File: src/rtl/sr_ctrl_pkg.sv
// Shared types and defaults for the SR latch pulse controller.
// Latency: none (types and constants only).
// Backpressure: not applicable.
package sr_ctrl_pkg;

    localparam int DB_CYCLES_DEF = 4;
    localparam int CNT_W_DEF     = 3;

    typedef enum logic [1:0] {
        IDLE  = 2'd0,
        SET_P = 2'd1,
        RST_P = 2'd2,
        GAP   = 2'd3
    } state_t;

endpackage

File: src/rtl/debounce_chan.sv
// One button channel: 2-flop synchroniser, debounce counter, rising-edge request.
// Latency: req is high DB_CYCLES+2 edges after a stable input change (one cycle wide).
// Backpressure: none; req is a single-cycle strobe that the consumer must capture.
module debounce_chan
    import sr_ctrl_pkg::*;
#(
    parameter int DB_CYCLES = DB_CYCLES_DEF,
    parameter int CNT_W     = CNT_W_DEF
) (
    input  logic clk,
    input  logic rst_n,
    input  logic btn,
    output logic req
);

    localparam logic [CNT_W-1:0] CNT_LAST = CNT_W'(DB_CYCLES - 1);

    logic             sync_meta;
    logic             sync;
    logic             db;
    logic             db_d;
    logic [CNT_W-1:0] count;

    // Two-flop synchroniser for the asynchronous button level.
    always_ff @(posedge clk or negedge rst_n) begin
        if (!rst_n) begin
            sync_meta <= 1'b0;
            sync      <= 1'b0;
        end else begin
            sync_meta <= btn;
            sync      <= sync_meta;
        end
    end

    // Debounce: the level must differ from db for DB_CYCLES consecutive edges to flip;
    // the count clears on flip, so it never reaches a value that could wrap.
    always_ff @(posedge clk or negedge rst_n) begin
        if (!rst_n) begin
            db    <= 1'b0;
            count <= '0;
        end else if (sync == db) begin
            count <= '0;
        end else if (count == CNT_LAST) begin
            db    <= sync;
            count <= '0;
        end else begin
            count <= count + CNT_W'(1);
        end
    end

    // Delayed copy of the debounced level for edge detection.
    always_ff @(posedge clk or negedge rst_n) begin
        if (!rst_n) begin
            db_d <= 1'b0;
        end else begin
            db_d <= db;
        end
    end

    // Rising edges only; releasing the button produces nothing.
    assign req = db & ~db_d;

endmodule

File: src/rtl/sr_pulse_ctrl.sv
// Turns debounced set/reset button presses into exclusive one-cycle S/R pulses plus enable.
// Latency: pulse is high from edge DB_CYCLES+3 to DB_CYCLES+4 after a stable press.
// Backpressure: none upstream; requests arriving mid-pulse wait in one pending bit per type.
module sr_pulse_ctrl
    import sr_ctrl_pkg::*;
#(
    parameter int DB_CYCLES = DB_CYCLES_DEF,
    parameter int CNT_W     = CNT_W_DEF
) (
    input  logic CLK,
    input  logic RST_n,
    input  logic SET_BTN,
    input  logic RST_BTN,
    output logic S,
    output logic R,
    output logic E,
    output logic CONFLICT
);

    state_t state;
    state_t state_nxt;
    logic   set_req;
    logic   rst_req;
    logic   pend_s;
    logic   pend_r;
    logic   pend_s_nxt;
    logic   pend_r_nxt;
    logic   want_s;
    logic   want_r;
    logic   conflict_nxt;

    debounce_chan #(.DB_CYCLES(DB_CYCLES), .CNT_W(CNT_W)) u_set_chan (
        .clk   (CLK),
        .rst_n (RST_n),
        .btn   (SET_BTN),
        .req   (set_req)
    );

    debounce_chan #(.DB_CYCLES(DB_CYCLES), .CNT_W(CNT_W)) u_rst_chan (
        .clk   (CLK),
        .rst_n (RST_n),
        .btn   (RST_BTN),
        .req   (rst_req)
    );

    // State, pending requests and Moore outputs; outputs are decoded from the next state
    // so they change on the same edge as the state register.
    always_ff @(posedge CLK or negedge RST_n) begin
        if (!RST_n) begin
            state    <= IDLE;
            pend_s   <= 1'b0;
            pend_r   <= 1'b0;
            S        <= 1'b0;
            R        <= 1'b0;
            E        <= 1'b0;
            CONFLICT <= 1'b0;
        end else begin
            state    <= state_nxt;
            pend_s   <= pend_s_nxt;
            pend_r   <= pend_r_nxt;
            S        <= (state_nxt == SET_P);
            R        <= (state_nxt == RST_P);
            E        <= (state_nxt == SET_P) || (state_nxt == RST_P);
            CONFLICT <= conflict_nxt;
        end
    end

    // Next-state: IDLE acts on live requests (plus anything that slipped in during the
    // last GAP), GAP acts on queued ones; a simultaneous set+reset is dropped and flagged.
    always_comb begin
        state_nxt    = state;
        want_s       = 1'b0;
        want_r       = 1'b0;
        conflict_nxt = 1'b0;

        if (state == IDLE) begin
            want_s = set_req | pend_s;
            want_r = rst_req | pend_r;
        end else if (state == GAP) begin
            want_s = pend_s;
            want_r = pend_r;
        end

        case (state)
            SET_P, RST_P: state_nxt = GAP;
            default: begin
                if (want_s && want_r) begin
                    state_nxt    = IDLE;
                    conflict_nxt = 1'b1;
                end else if (want_s) begin
                    state_nxt = SET_P;
                end else if (want_r) begin
                    state_nxt = RST_P;
                end else begin
                    state_nxt = IDLE;
                end
            end
        endcase

        // A decision consumes the pending bit; a request arriving outside IDLE is queued
        // (a repeat while already pending merges into the same bit).
        pend_s_nxt = (pend_s & ~(state_nxt == SET_P) & ~conflict_nxt)
                   | (set_req & (state != IDLE));
        pend_r_nxt = (pend_r & ~(state_nxt == RST_P) & ~conflict_nxt)
                   | (rst_req & (state != IDLE));
    end

endmodule
File: config.mk
export PLATFORM = sky130hd
export DESIGN_NAME = sr_pulse_ctrl
export DESIGN_NICKNAME = d
export VERILOG_FILES = /design/src/rtl/sr_ctrl_pkg.sv /design/src/rtl/debounce_chan.sv /design/src/rtl/sr_pulse_ctrl.sv
export SDC_FILE = /design/constraint.sdc
export NUM_CORES = 1
export LEC_CHECK = 0
export CORE_MARGIN = 1
export CORE_UTILIZATION = 57
export DETAILED_ROUTE_END_ITERATION = 16
export PLACE_DENSITY = 0.79
export SYNTH_ARGS = -nofsm -noshare
export SYNTH_HDL_FRONTEND = slang
export SYNTH_SLANG_ARGS = --single-unit
File: constraint.sdc
create_clock -name CLK -period 4.2 [get_ports CLK]
set_input_delay 0.84 -clock CLK [delete_from_list [all_inputs] [get_ports CLK]]
set_output_delay 0.84 -clock CLK [all_outputs]
set_load 0.01 [all_outputs]
==> metrics, run 1 <==
status complete, no violations; EDFF count, synth 0; area of the multi-input gates between 200 and 300 sq um; Seq/Total Area, Yosys 64.7%; CORE AREA between 1000 and 1500 sq um; hold buffer count at cts 0; post-route clock period utilization between 40 and 50%; ANT cells 0; TNS Setup 0 ns; IO Port Bufs 7; Post-Synth Simple-Gate Area a little over a tenth; PD cells about 760 nW/um^2; number of global-route vias before repair around 410; max cap viols 0; CTS Sinks 22; Required @ worst endpoint 3.36 ns; Pleak 0.476 nW; largest net degree at the start of global routing 23; clock latency on the worst-skew pair about 0.30 ns; initial core utilization between 60% and 70%; Die Span Y ~41 microns; IO Pins 8; Primary FF master, synth dfrtp_1; FP Rows 13; DRT Pass-1 Iters 2; Clock Path Buffers 2; Max Freq ~500 MHz; worst stage delay on the critical path ~0.53 ns; Critical Path Start Type register; main combinational cell family by area after synthesis simple AND/OR/NAND/NOR gates; DRT Wirelength 1.18 mm; post-synthesis compound-gate area fraction about 7.9%; gp weighted congestion between 0.5 and 0.6; WHS Endpoint u_rst_chan.sync; CTS buffer count 3; type of the worst min-delay path reg -> reg; Die Width a little over 40 microns; Mapped Area 851 sq um; worst reg-to-reg setup slack between 2 and 2.5 ns; Hold Path Stages 0; DP Area roughly 940 sq um; RSZ-0062 raised after global routing false; H-tree levels 1; worst reg2reg endpoint pend_s; pins over their slew limit 0; DRT antenna net count 0; area of the die around 1700 sq um; overflow left after global routing 0; post-route cell area about 980 sq um; FILL cells 93; CTS tree yes; Synthesized Nets 69; xor/xnor share of the synthesized area 2.06%; GR Util All Layers a little under a fifth; Bufs and invs on worst path 1; R2R depth 9; Adder-Cell Fraction of Synth Area 8.82%; postcts setup bufs 0; critical path peak fanout 1; first-pass GRT wire length 1.81 mm; root buffer cell clkbuf_4; Starting DRT DRC Count 7; slowest CP cell clkdlybuf4s50_1; vias approximately 450; Synth Area per Inst 14.4 sq um; Final setup viols 0; Wirelength per Cell 13.9 microns; min cycle time layout between 2 and 2.5 ns; final hold vios 0; Clock Skew 0.00249 ns; register area between 500 and 600 sq um; worst relative slew slack 38.5%; Async SR Flop Fraction between 90% and 100%; initial antenna violation count 0; Crit path max-delay family buffers and inverters; Yosys warnings 0; Clk pin slew, worst setup/hold paths 0.11 ns; worst endpoint data arrival time between 1 and 1.5 ns; hpwl dp around 820 microns; Final nets between 80 and 90; VDD IR-drop max 0.438 mV; endpoint class of the critical path primary output; share of cells above drive strength 1 approximately 14%; worst min-delay path startpoint u_rst_chan.sync_meta; Worst Tran Pin Value about 0.92 ns; Vias/cell about 5.3; CP Cell Sequence clkdlybuf4s50_1; R2R Path Start state[0]; Distinct cells, synth 18; worst setup path class reg -> out; mux contribution to synthesized area around 2.6%; Mapped Cells between 50 and 60; Yosys reg bits 22; area grow syn2layout 14.7%; post_cts resized 0; DRC errors left 0
[how the worst max path moves through the flow]
| stage | startpoint | to | slack, ns | depth (start not counted) |
|---|---|---|---|---|
| after floorplan | state[0] | pend_s | 2.51 | 9 |
| after global placement | RST_n | E | 2.21 | 1 |
| after detailed placement | RST_n | state[1] | 2.19 | 1 |
| after CTS | S | S | 2.16 | 1 |
| after global routing | S | S | 2.10 | 1 |
| final | S | S | 2.18 | 1 |
[synthesized netlist by cell type, types with 2 or more instances]
cell type | instances | area (sq um)
nand2b_1 | 2 | 12.5
inv_1 | 7 | 26.3
nor2b_1 | 4 | 25.0
xnor2_1 | 2 | 17.5
a21oi_1 | 2 | 10.0
nor3b_1 | 2 | 15.0
mux2_2 | 2 | 22.5
nor3_1 | 2 | 10.0
ha_1 | 6 | 75.1
dfrtp_1 | 22 | 551
[through the flow]
stage / utilization [%] / worst slack, ns / hold WS, ns / instances / total power, W
3_5_place_dp: 69.6 / 2.19 / 0.344 / 81 / 0.000637
2_1_floorplan: - / 2.51 / 0.331 / 59 / 0.000551
6_report: 72.3 / 2.18 / 0.367 / 85 / 0.000745
4_1_cts: 72.3 / 2.16 / 0.371 / 85 / 0.000754
5_1_grt: 72.3 / 2.10 / 0.383 / 85 / 0.000806
3_3_place_gp: 69.6 / 2.21 / 0.341 / 81 / 0.000623
[layout make-up]
| cell class | count | area share, % |
|---|---|---|
| flip-flops and latches | 22 | 56.4 |
| repair buffers | 7 | 7.18 |
| well taps | 15 | 1.92 |
| clock buffers | 4 | 3.72 |
| multi-input cells | 30 | 28.1 |
| inverters | 7 | 2.69 |
[state kept, by name (all words and copies together) (netlist names)]
name	flops
CONFLICT	1
E	1
R	1
S	1
pend_r	1
pend_s	1
state	2
u_rst_chan.count	3
u_rst_chan.db	1
u_rst_chan.db_d	1
u_rst_chan.sync	1
u_rst_chan.sync_meta	1
u_set_chan.count	3
u_set_chan.db	1
u_set_chan.db_d	1
u_set_chan.sync	1
u_set_chan.sync_meta	1
[placed cells by master, fill, tap and decap left out]
cell              n
inv_1             7
dfrtp_1          22
ha_1              6
o21ba_2           1
mux2_2            2
a21oi_1           2
nor3b_1           2
clkdlybuf4s50_1   7
nand2b_1          2
nor3_1            2
o32ai_2           1
clkbuf_4          3
xnor2_1           2
o2bb2ai_1         1
and2b_4           1
clkbuf_8          1
nor2b_1           4
nor3b_4           1
a21bo_1           1
a21o_1            1
o21ai_1           1
[report_power, final]
group          internal [W]  switching, W  leakage [nW]
clock             0.0000529     0.0000604        0.0210
sequential         0.000288     0.0000345         0.272
combinational      0.000158      0.000151         0.183
[logic make-up (layout without fill, tap and decap cells)]
logic type	count (synthesis)	after routing
flip-flops	22	22
AND/OR/NAND/NOR	12	12
AO/OA/AOI/OAI	8	8
buffers and inverters	7	18
adder cells (fa/ha/maj)	6	6
XOR/XNOR	2	2
multiplexers	2	2
[routing by layer]
| metal | vias up | share of wire [%] | global-route usage, % |
|---|---|---|---|
| li1 | 216 | - | - |
| met1 | 221 | 48 | 23.2 |
| met2 | 10 | 46 | 26.2 |
| met3 | 5 | 2.9 | 6.52 |
| met4 | 0 | 3.7 | 17.5 |
| met5 | - | 0 | 0 |
Note: power is estimated with default switching activity, not from simulation.
==> run 2, diff against run 1 <==
--- a/config.mk
+++ b/config.mk
@@ -6,9 +6,9 @@
 export NUM_CORES = 1
 export LEC_CHECK = 0
 export CORE_MARGIN = 1
-export CORE_UTILIZATION = 57
+export CORE_UTILIZATION = 48
 export DETAILED_ROUTE_END_ITERATION = 16
-export PLACE_DENSITY = 0.79
+export PLACE_DENSITY = 0.71
 export SYNTH_ARGS = -nofsm -noshare
 export SYNTH_HDL_FRONTEND = slang
 export SYNTH_SLANG_ARGS = --single-unit
==> constraint.sdc (replaced) <==
create_clock -name CLK -period 1.7 [get_ports CLK]
set_input_delay 0.34 -clock CLK [delete_from_list [all_inputs] [get_ports CLK]]
set_output_delay 0.34 -clock CLK [all_outputs]
set_load 0.01 [all_outputs]
==> run 2 against run 1 <==
  * Total power grew to 3.3 times the previous value
  * Register-to-register slack worse by 2.3 ns
  * Combinational power grew to 4.1 times the previous value
  * Critical path depth is 7 higher
  * Clock power grew to 3.5 times the previous value
  * Die area is 18% higher
  * Sequential power grew to 2.5 times the previous value
  * Hold slack worse by 0.0036 ns
  * Sequential share of layout area is 7.6 points lower
  * Clock skew is 0.00064 ns higher
  * Critical path type is now reg -> reg
  * Non-clock buffer count is 6 higher
  * The run now ends with setup timing left
==> metrics, run 2 (same netlist as run 1, synthesis figures left out) <==
status complete, but fails checks; violated checks setup timing; DRT antenna net count 0; PD cells approximately 2200 nW/um^2; type of the worst min-delay path in -> async; FILL cells around 100; ANT cells 0; IO Pins 8; root buffer cell clkbuf_4; Clk pin slew, worst setup/hold paths 0.12 ns; first-pass GRT wire length between 2 and 2.5 mm; Clock Skew 0.00312 ns; share of cells above drive strength 1 between 30% and 40%; CTS Sinks 22; Die Width roughly 44 microns; CTS tree yes; Clock Path Buffers 2; area grow syn2layout 32.5%; VDD IR-drop max around 1.5 mV; DP Area 971 sq um; commonest non-fill, non-tap cell in the layout dfrtp_1; initial core utilization 54.0%; most frequent cells in the layout dfrtp_1 (22), clkdlybuf4s50_1 (7), buf_4 (5); vias 470; Vias/cell about 5.1; worst relative slew slack around four fifths; Largest regs u_rst_chan.count: 3 flops, u_set_chan.count: 3 flops, state: 2 flops; Final setup viols 1; FP Rows 14; Required @ worst endpoint just under 2 ns; largest net degree at the start of global routing 23; overflow left after global routing 0; RSZ-0062 raised after global routing true; min cycle time layout 1.73 ns; Hold WS roughly 0.36 ns; IO Port Bufs 7; Non-Filler Instances 92; Bufs and invs on worst path 1; CORE AREA ~1600 sq um; slowest CP cell dfrtp_1; post-route cell area about 1100 sq um; worst setup path class reg -> reg; DRC errors left 0; critical path peak fanout 3; GR Util All Layers about 16%; DRT Pass-1 Iters 2; DRT Wirelength 1.23 mm; Wirelength per Cell around 13 microns; CP Cell Sequence inv_1 > ha_4 > o21ai_2 > a21bo_4 > o21ba_4 > ha_4 > nand2b_4 > o2bb2ai_2; hold buffer count at cts 0; H-tree levels 1; worst stage delay on the critical path ~0.4 ns; origin of the worst setup path state[1]; post-route clock period utilization 102%; initial antenna violation count 0; Crit path max-delay family compound AO/OA/AOI/OAI gates; max cap viols 0; endpoint class of the critical path register; Die Span Y about 44 microns; Pleak between 0.5 and 0.6 nW; gp weighted congestion 0.746; final hold vios 0; pins over their slew limit 0; hpwl dp ~820 microns; CTS buffer count 3; TNS Setup -0.0281 ns; Final nets between 80 and 90; Most common cell on crit path ha_4; Critical Path Start Type register; Max Freq 579 MHz; Starting DRT DRC Count 2; clock latency on the worst-skew pair roughly 0.3 ns; number of global-route vias before repair between 500 and 600; R2R Path Start state[1]; placed insts 86; area of the die a little under 2000 sq um; Final WS setup -0.0281 ns; worst endpoint data arrival time 1.97 ns; Worst Tran Pin Value 0.272 ns
==> run 2: changes by cell type in the layout (fill, tap and decap cells not counted), moves of 2 or more <==
| cell | delta |
|---|---|
| ha_4 | +3 |
| a21oi_1 | -2 |
| inv_1 | -3 |
| inv_2 | +3 |
| ha_1 | -4 |
| buf_4 | +5 |
==> run 2: worst register-to-register path, stage by stage (launching register included) <==
cell and delay, ns:
dfrtp_1 0.40, inv_1 0.08, ha_4 0.17, o21ai_2 0.13, a21bo_4 0.26, o21ba_4 0.23
ha_4 0.15, nand2b_4 0.13, o2bb2ai_2 0.11
==> run 2: report_power, final <==
group / switching, W / leakage [nW] / total [W] / internal, W
logic: 0.000541 / 0.216 / 0.00126 / 0.000722
clock network: 0.000153 / 0.0279 / 0.000392 / 0.000238
registers: 0.000105 / 0.272 / 0.000816 / 0.000711
total: 0.000800 / 0.516 / 0.00247 / 0.00167
==> run 2: worst paths after layout <==
kind | endpoint | slack [ns] | cells past startpoint
worst max register to register | pend_s | -0.03 | 8
worst min register to register | u_rst_chan.sync | 0.37 | 0
max in group asynchronous | state[0] | 1.13 | 2
worst min-delay path | u_rst_chan.db_d | 0.36 | 2
worst max-delay path | pend_s | -0.03 | 8
min in group CLK | u_rst_chan.sync | 0.37 | 0
==> run 2: stage by stage <==
stage	setup WS, ns	utilization, %	total power [W]
3_5_place_dp	-0.0885	61.6	0.00167
3_3_place_gp	-0.0386	61.6	0.00163
4_1_cts	-0.00239	66.1	0.00213
6_report	-0.0281	71.5	0.00247
5_1_grt	-0.0856	71.5	0.00265
2_1_floorplan	0.00719	-	0.00136
==> run 2: metal layers <==
layer,share of wire [%],vias up,wire [microns],track usage [%]
met5,0,-,0,0
met3,3.7,2,45,4.08
met1,46,227,561,20.1
met4,0.90,0,11,9.09
li1,-,232,-,-
met2,50,9,608,25.0
==> run 2: what timing repair did <==
action / in CTS / in global routing
buffers inserted: 1 / 1
gates resized for setup: 5 / 15
gates cloned: 0 / 0
endpoints found under the setup margin: 3 / 4
pin swaps: 4 / 5
==> run 2: cell type report <==
| type | instances | area [sq um] | area share (%) |
|---|---|---|---|
| Timing Repair Buffer | 13 | 119 | 10.5 |
| Clock buffer | 3 | 22.5 | 2.00 |
| Clock inverter | 1 | 30.0 | 2.66 |
| Tap cell | 16 | 20.0 | 1.78 |
| Inverter | 7 | 26.3 | 2.33 |
| Sequential cell | 22 | 551 | 48.8 |
| Multi-Input combinational cell | 30 | 359 | 31.9 |
==> run 3, diff against run 2 <==
--- a/config.mk
+++ b/config.mk
@@ -8,6 +8,7 @@
 export CORE_MARGIN = 1
 export CORE_UTILIZATION = 48
 export DETAILED_ROUTE_END_ITERATION = 16
+export MAX_ROUTING_LAYER = met4
 export PLACE_DENSITY = 0.71
 export SYNTH_ARGS = -nofsm -noshare
 export SYNTH_HDL_FRONTEND = slang
==> run 3 against run 2 <==
  * The run still ends with setup timing left
  * Core utilization unchanged
  * Combinational power about the same
  * Setup slack about the same
  * Clock power is essentially flat
  * Count of clock-buffer cells in the layout unchanged
  * Sequential cell count unchanged
  * Sequential power barely moved
  * Total power about the same
  * Largest cell class unchanged
  * First-iteration DRC count is the same
  * Critical path type unchanged
==> metrics, run 3 (same netlist as run 1, synthesis figures left out) <==
met3 Track Usage GR 3.67%; IO Port Bufs 7; pins over their slew limit 0; origin of the worst setup path state[1]; Die Width about 44 microns; DRT antenna net count 0; Pleak around 0.52 nW; status complete, but fails checks; Final WS setup -0.0278 ns; Non-Filler Instances around 90; commonest non-fill, non-tap cell in the layout dfrtp_1; global route hottest layer met2; worst endpoint data arrival time approximately 2.0 ns; Final setup viols 1; initial core utilization between 50 and 60%; Clock Path Buffers 2; max cap viols 0; Clock Skew 0.00312 ns; Largest regs u_rst_chan.count: 3 flops, u_set_chan.count: 3 flops, state: 2 flops; R2R Path Start state[1]; placed insts 86; largest net degree at the start of global routing 23; Starting DRT DRC Count 2; Max Freq between 500 and 600 MHz; Worst Tran Pin Value 0.272 ns; violated checks setup timing; most frequent cells in the layout dfrtp_1 (22), clkdlybuf4s50_1 (7), buf_4 (5); overflow left after global routing 0; post-route clock period utilization 102%; clock latency on the worst-skew pair around 0.30 ns; Required @ worst endpoint around 1.9 ns; PD cells approximately 2200 nW/um^2; min cycle time layout about 1.7 ns; first-pass GRT wire length ~2.2 mm; worst setup path class reg -> reg; met1 global-route usage 20.3%; worst slack at placement -0.0885 ns; met2 usage about 25%; H-tree levels 1; RSZ-0062 raised after global routing true; area of the die 1940 sq um; initial antenna violation count 0; share of cells above drive strength 1 a little under two fifths; CORE AREA ~1600 sq um; IO Pins 8; DRT Wirelength roughly 1.2 mm; area grow syn2layout 32.5%; hpwl dp ~820 microns; GR Util All Layers 16.4%; worst relative slew slack 81.7%; number of global-route vias before repair roughly 510; DRT Pass-1 Iters 2; critical path peak fanout 3; gp weighted congestion between 0.7 and 0.8; DRC errors left 0; CTS Sinks 22; vias 468; final hold vios 0; ANT cells 0; Wirelength per Cell ~13 microns; Critical Path Start Type register; Die Span Y 44.1 microns; Vias/cell ~5; Final nets 87; hold buffer count at cts 0; root buffer cell clkbuf_4; endpoint class of the critical path register; CTS buffer count 3; VDD IR-drop max 1.54 mV; CTS tree yes; FILL cells ~100; FP Rows 14; area of the multi-input gates about 360 sq um; Clk pin slew, worst setup/hold paths 0.12 ns; register area 551 sq um; type of the worst min-delay path in -> async
## run 3: cell counts in the layout (fill, tap and decap cells not counted)
No cell type changed its count.
## run 3: final cells by class
class	count	share of cell area, %
clock buffers	3	2.00
inverters	7	2.33
repair buffers	13	10.5
well taps	16	1.78
clock inverters	1	2.66
multi-input cells	30	31.9
flip-flops and latches	22	48.8
## run 3: path summary, 6_finish.rpt
check                      slack, ns         endpoint  cells after the start
max in group asynchronous       1.13         state[0]                      2
min in group CLK                0.37  u_rst_chan.sync                      0
min                             0.36  u_rst_chan.db_d                      2
min reg2reg                     0.37  u_rst_chan.sync                      0
max reg2reg                    -0.03           pend_s                      8
max                            -0.03           pend_s                      8
## run 3: per-layer routing
layer / up-vias / part of all wire [%]
met1: 226 / 47
met5: - / 0
met4: 0 / 0.90
li1: 231 / -
met3: 2 / 2.4
met2: 9 / 50
## run 3: metrics by stage
stage | power, W | hold slack (ns) | instance area [sq um] | util (%) | setup TNS [ns]
finish | 0.00247 | 0.364 | 1130 | 71.5 | -0.0278
global route | 0.00265 | 0.384 | 1130 | 71.5 | -0.119
CTS | 0.00213 | 0.367 | 1040 | 66.1 | -0.00239
detailed placement | 0.00167 | 0.346 | 971 | 61.6 | -0.107
global placement | 0.00163 | 0.339 | 971 | 61.6 | -0.0386
floorplan | 0.00136 | 0.0444 | 851 | - | 0
## run 3: power by group
part | switching (W) | internal (W)
registers | 0.000105 | 0.000711
logic | 0.000541 | 0.000722
clock network | 0.000153 | 0.000238
total | 0.000800 | 0.00167
## run 3: worst max-delay path: stages (launching register included)
cell       delay, ns
dfrtp_1         0.40
inv_1           0.08
ha_4            0.17
o21ai_2         0.13
a21bo_4         0.26
o21ba_4         0.23
ha_4            0.15
nand2b_4        0.13
o2bb2ai_2       0.11
## run 3: timing repair
item	CTS	global route
resized for setup	5	15
endpoints found under the setup margin	3	4
pin swaps	4	5
setup buffers	1	1
